$ cat src/rtl/fetch_queue_if.sv
// Fetch-queue bus bundle: instruction-memory read port plus the head-of-queue
// handshake towards the IF/ID register.
interface fetch_queue_if #(
  parameter int ADDR_W  = 16,
  parameter int INSTR_W = 16
);
  logic               im_rd_en;
  logic [ADDR_W-1:0]  im_addr;
  logic [INSTR_W-1:0] im_instr;

  // Head handshake: out_valid says the head entry is present and stable;
  // it is consumed on a rising edge where out_valid && out_ready are both high.
  // out_valid never depends on out_ready; out_ready may depend on out_valid.
  logic               out_valid;
  logic [INSTR_W-1:0] out_instr;
  logic [ADDR_W-1:0]  out_pc_plus1;
  logic               out_ready;

  modport master (
    output im_rd_en, im_addr, out_valid, out_instr, out_pc_plus1,
    input  im_instr, out_ready
  );

  modport slave (
    input  im_rd_en, im_addr, out_valid, out_instr, out_pc_plus1,
    output im_instr, out_ready
  );
endinterface

$ cat src/rtl/fetch_queue.sv
// Prefetching instruction-fetch queue: issues reads to a 1-cycle synchronous
// instruction memory and buffers {instr, pc+1} entries ahead of IF/ID.
module fetch_queue #(
  parameter int               ADDR_W   = 16,
  parameter int               INSTR_W  = 16,
  parameter int               DEPTH    = 4,
  parameter logic [ADDR_W-1:0] RESET_PC = '0
) (
  input  logic                     clk,
  input  logic                     rst,
  input  logic                     redirect,
  input  logic [ADDR_W-1:0]        redirect_pc,
  input  logic                     halt,
  fetch_queue_if.master            bus,
  output logic [$clog2(DEPTH):0]   count,
  output logic [ADDR_W-1:0]        fetch_pc
);
  localparam int PTR_W = $clog2(DEPTH);
  localparam int CNT_W = PTR_W + 1;
  localparam int OCC_W = CNT_W + 1;

  logic [INSTR_W-1:0] instr_mem [DEPTH];
  logic [ADDR_W-1:0]  pc1_mem   [DEPTH];

  logic [PTR_W-1:0]   rd_ptr;
  logic [PTR_W-1:0]   wr_ptr;
  logic               inflight;
  logic [ADDR_W-1:0]  inflight_pc;

  logic               pop;
  logic               push;
  logic               issue;
  logic [OCC_W-1:0]   occupancy;

  // A read is only issued when a slot is guaranteed for its response,
  // counting the entry still in flight and the one leaving this cycle.
  always_comb begin
    pop       = (count != '0) && bus.out_ready && !redirect;
    push      = inflight && !redirect;
    occupancy = OCC_W'(count) + OCC_W'(inflight) - OCC_W'(pop);
    issue     = !rst && !halt && !redirect && (occupancy < OCC_W'(DEPTH));
  end

  always_ff @(posedge clk) begin
    if (rst) begin
      fetch_pc    <= RESET_PC;
      count       <= '0;
      rd_ptr      <= '0;
      wr_ptr      <= '0;
      inflight    <= 1'b0;
      inflight_pc <= '0;
    end else if (redirect) begin
      // Flush: the queue empties and any response in flight is dropped.
      fetch_pc <= redirect_pc;
      count    <= '0;
      rd_ptr   <= wr_ptr;
      inflight <= 1'b0;
    end else begin
      if (push) wr_ptr <= wr_ptr + PTR_W'(1);
      if (pop)  rd_ptr <= rd_ptr + PTR_W'(1);
      if (push && !pop)      count <= count + CNT_W'(1);
      else if (pop && !push) count <= count - CNT_W'(1);
      inflight <= issue;
      if (issue) begin
        fetch_pc    <= fetch_pc + ADDR_W'(1);
        inflight_pc <= fetch_pc;
      end
    end
  end

  // Storage carries no reset; validity is tracked by count alone.
  always_ff @(posedge clk) begin
    if (!rst && push) begin
      instr_mem[wr_ptr] <= bus.im_instr;
      pc1_mem[wr_ptr]   <= inflight_pc + ADDR_W'(1);
    end
  end

  assign bus.im_rd_en     = issue;
  assign bus.im_addr      = fetch_pc;
  assign bus.out_valid    = (count != '0);
  assign bus.out_instr    = instr_mem[rd_ptr];
  assign bus.out_pc_plus1 = pc1_mem[rd_ptr];
endmodule
$ cat src/flat_wrapper.sv
// flat-port wrapper written by rule: the top's interface ports become plain ports
module fetch_queue_flat 
#(
  parameter int               ADDR_W   = 16,
  parameter int               INSTR_W  = 16,
  parameter int               DEPTH    = 4,
  parameter logic [ADDR_W-1:0] RESET_PC = '0
)
  (clk, rst, redirect, redirect_pc, halt, count, fetch_pc, bus_im_rd_en, bus_im_addr, bus_out_valid, bus_out_instr, bus_out_pc_plus1, bus_im_instr, bus_out_ready);
  fetch_queue_if #(.ADDR_W(ADDR_W), .INSTR_W(INSTR_W)) bus_i ();
  input  logic clk;
  input  logic rst;
  input  logic redirect;
  input  logic [ADDR_W-1:0] redirect_pc;
  input  logic halt;
  output logic [$clog2(DEPTH):0] count;
  output logic [ADDR_W-1:0] fetch_pc;
  output wire logic [$bits(bus_i.im_rd_en)-1:0] bus_im_rd_en;
  output wire logic [$bits(bus_i.im_addr)-1:0] bus_im_addr;
  output wire logic [$bits(bus_i.out_valid)-1:0] bus_out_valid;
  output wire logic [$bits(bus_i.out_instr)-1:0] bus_out_instr;
  output wire logic [$bits(bus_i.out_pc_plus1)-1:0] bus_out_pc_plus1;
  input wire logic [$bits(bus_i.im_instr)-1:0] bus_im_instr;
  input wire logic [$bits(bus_i.out_ready)-1:0] bus_out_ready;
  assign bus_im_rd_en = bus_i.im_rd_en;
  assign bus_im_addr = bus_i.im_addr;
  assign bus_out_valid = bus_i.out_valid;
  assign bus_out_instr = bus_i.out_instr;
  assign bus_out_pc_plus1 = bus_i.out_pc_plus1;
  assign bus_i.im_instr = bus_im_instr;
  assign bus_i.out_ready = bus_out_ready;
  fetch_queue #(.ADDR_W(ADDR_W), .INSTR_W(INSTR_W), .DEPTH(DEPTH), .RESET_PC(RESET_PC)) u_core (.clk(clk), .rst(rst), .redirect(redirect), .redirect_pc(redirect_pc), .halt(halt), .bus(bus_i), .count(count), .fetch_pc(fetch_pc));
endmodule
$ cat config.mk
export PLATFORM = sky130hd
export DESIGN_NAME = fetch_queue_flat
export DESIGN_NICKNAME = d
export VERILOG_FILES = /design/src/rtl/fetch_queue_if.sv /design/src/rtl/fetch_queue.sv /design/src/flat_wrapper.sv
export SDC_FILE = /design/constraint.sdc
export NUM_CORES = 1
export LEC_CHECK = 0
export CAP_MARGIN = 20
export CORE_MARGIN = 2
export CORE_UTILIZATION = 55
export CTS_CLUSTER_DIAMETER = 50
export DETAILED_ROUTE_END_ITERATION = 8
export PLACE_DENSITY = 0.93
export SLEW_MARGIN = 15
export SYNTH_ARGS = -nofsm -noshare
export SYNTH_HDL_FRONTEND = slang
export SYNTH_SLANG_ARGS = --single-unit
$ cat constraint.sdc
create_clock -name clk -period 7.2 [get_ports clk]
set_clock_uncertainty 0.15 [all_clocks]
set_input_delay 1.44 -clock clk [delete_from_list [all_inputs] [get_ports clk]]
set_output_delay 1.44 -clock clk [all_outputs]
set_load 0.03 [all_outputs]
==> summary.md <==
| Metric | Value |
|---|---|
| Status | `finished, final reports clean` |
| CP arrival | `4.55 ns` |
| Worst-Skew Late Latency | `0.42 ns` |
| Root buf cell | `clkbuf_16` |
| Post-cts sizing count | `0` |
| Post-CTS setup buffer count | `0` |
| Cell with the most instances after synthesis | `edfxtp_1` |
| CTS tree | `yes` |
| Critical path required time | `5.61 ns` |
| Mean Syn Cell Area | `15.6 sq um` |
| Vias in the first global route | `4364` |
| Row Count | `41` |
| Share of cells above drive strength 1 | `15.0%` |
| Peak VDD IR | `0.184 mV` |
| Crit share post-route | `85.2%` |
| Largest net degree at the start of global routing | `41` |
| Initial DRC count | `361` |
| Register area | `4690 sq um` |
| GRT Overall Usage | `20.6%` |
| Startpoint Class | `input pin` |
| Crit end category | `output pin` |
| Drt first pass iters | `4` |
| Crit path max fanout | `18` |
| Hold buffers post-CTS | `0` |
| Pins Over Slew Limit | `0` |
| Filler cells | `842` |
| Remaining DRCs | `0` |
| Fmax | `0.163 GHz` |
| Tot Pwr | `2.16 mW` |
| R2R Setup Slk | `3.54 ns` |
| IO Pins | `106` |
| Commonest cells post-synth | `edfxtp_1 (128), dfxtp_1 (42), mux4_2 (32)` |
| Final antenna diode count | `0` |
| Ys async rst share | `0%` |
| Initial Utilization | `56.5%` |
| Clock buffer depth | `2` |
| RD Place Congestion | `0.837` |
| Via count | `4175` |
| Die width | `118 um` |
| Final hold violation count | `0` |
| DR WL/cell | `18.5 um` |
| Area taken by multi-input logic gates | `2130 sq um` |
| Seq cells post-synth | `170` |
| Clock sink total | `170` |
| Final ANT Viol Nets | `0` |
| Sequential-to-total area share from yosys stat | `65.7%` |
| Lkg Pwr | `2.96 nW` |
| Setup Viol. Count Final | `0` |
| Slew HR | `57.3%` |
| H-tree depth | `4` |
| Prevailing post-synth register cell | `edfxtp_1` |
| First-pass GRT wire length | `22200 um` |
| EDFF count, synth | `128` |
| Number of I/O port buffers | `105` |
| Yosys cell types | `40` |
| Synth area leaders | `edfxtp_1 (54%), dfxtp_1 (12%), mux4_2 (10%)` |
| Area share of the largest cell type after synthesis | `53.9%` |
| CP Class | `input pin to output pin` |
| Final WL | `13700 um` |
| Clock period minus worst slack | `6.14 ns` |
| Die ar. | `13900 sq um` |
| Vias per cell | `5.64` |
| Yosys top cell by area | `edfxtp_1` |
| Initial antenna violation count | `0` |
| CTS buffer count | `17` |
| Setup TNS | `0 ns` |
| Clk slew on worst S/H paths | `0.06 ns` |
| Core footprint | `12600 sq um` |
| Area Growth Syn to Fin | `24.0%` |
| Mapped Nets | `505` |
| Hpwl dp | `8610 um` |
| Post-Syn Instances | `457` |
| Max_cap viols | `0` |
| Layout Nets | `603` |
| Synth warn | `0` |
| Die height | `118 um` |
| Unrepaired setup endpoints after global routing | `false` |
| Worst slew pin tran | `0.640 ns` |
| Total grt overflow | `0` |
| Post-Syn Area | `7130 sq um` |
| Hold Crit Class | `flop to flop` |
| PwrDens | `244 nW/um^2` |
==> sequential cells by signal, summed over array words and instances, names as in the netlist, named ones only <==
signal / count
u_core.count: 3
u_core.inflight: 1
u_core.wr_ptr: 2
u_core.pc1_mem: 64
u_core.bus.im_addr: 16
u_core.inflight_pc: 16
u_core.rd_ptr: 2
u_core.instr_mem: 64
==> placed cells by master, fill, tap and decap left out, types with 5 or more instances in the layout <==
cell | Yosys | routed
mux2i_1 | 17 | 17
nand3_1 | 11 | 11
a21oi_1 | 25 | 24
clkinvlp_4 | 0 | 5
dfxtp_1 | 42 | 41
edfxtp_1 | 128 | 128
nand4_1 | 7 | 7
clkdlybuf4s50_1 | 0 | 105
o21a_1 | 15 | 15
nand2_1 | 6 | 6
clkbuf_16 | 0 | 17
buf_4 | 17 | 10
ha_1 | 10 | 10
inv_1 | 27 | 27
xor2_1 | 20 | 20
xnor2_1 | 14 | 14
nor2_1 | 27 | 27
mux4_2 | 32 | 32
and2_1 | 5 | 5
==> logic make-up (layout without fill, tap and decap cells) <==
family          Yosys count  after routing  synth area share (%)
compound gates           56             56                  5.64
xor+xnor                 34             34                  4.18
fa+ha+maj                11             11                  2.04
buf+inv                  63            174                  4.44
flops                   170            170                  65.7
mux                      50             50                  12.7
simple gates             73             73                  5.32
==> routing by layer <==
metal	GRT usage, %	vias to the layer above	share of wire (%)
li1	-	1901	-
met1	25.3	2100	43
met2	36.1	159	51
met3	4.84	15	5.0
met4	6.33	0	0.93
met5	0	-	0
==> through the flow <==
| stage | utilization [%] | cells | setup slack, ns | instance area (sq um) | hold WS (ns) |
|---|---|---|---|---|---|
| after global placement | 65.4 | 708 | 1.14 | 8260 | 0.354 |
| after detailed placement | 65.4 | 708 | 1.07 | 8260 | 0.379 |
| final | 70.0 | 740 | 1.06 | 8840 | 0.388 |
| after floorplan | - | 457 | 1.91 | 7130 | 0.332 |
| after global routing | 70.0 | 740 | 0.931 | 8840 | 0.411 |
| after CTS | 70.0 | 740 | 1.06 | 8840 | 0.396 |
==> where the power goes <==
| group | internal (mW) | switching [mW] |
|---|---|---|
| Combinational | 0.0934 | 0.108 |
| Sequential | 1.06 | 0.0177 |
| Clock | 0.510 | 0.367 |
==> final timing paths <==
kind / endpoint / cells past startpoint / start
max reg2reg: u_core.bus.im_addr[1] / 12 / u_core.count[0]
min reg2reg: u_core.inflight_pc[15] / 2 / u_core.inflight_pc[15]
max: bus_im_rd_en / 11 / bus_out_ready
min: u_core.inflight_pc[15] / 2 / u_core.inflight_pc[15]
==> worst max-delay path: stages <==
cell and delay (ns):
clkdlybuf4s50_1 0.46, o31ai_1 0.12, or2_2 0.32, inv_1 0.06
ha_1 0.13, inv_1 0.04, ha_1 0.25, and3b_1 0.20
or4b_4 0.63, a21oi_2 0.20, clkdlybuf4s50_1 0.69
==> area by class of cell <==
| class | instances | area share (%) |
|---|---|---|
| timing repair buffer | 115 | 12.7 |
| clock inverter | 15 | 1.73 |
| sequential | 170 | 53.0 |
| inverter | 27 | 1.15 |
| multi-input combinational | 224 | 24.1 |
| tap | 172 | 2.44 |
| clock buffer | 17 | 4.81 |
No activity file was read; power rests on OpenSTA's default activity.
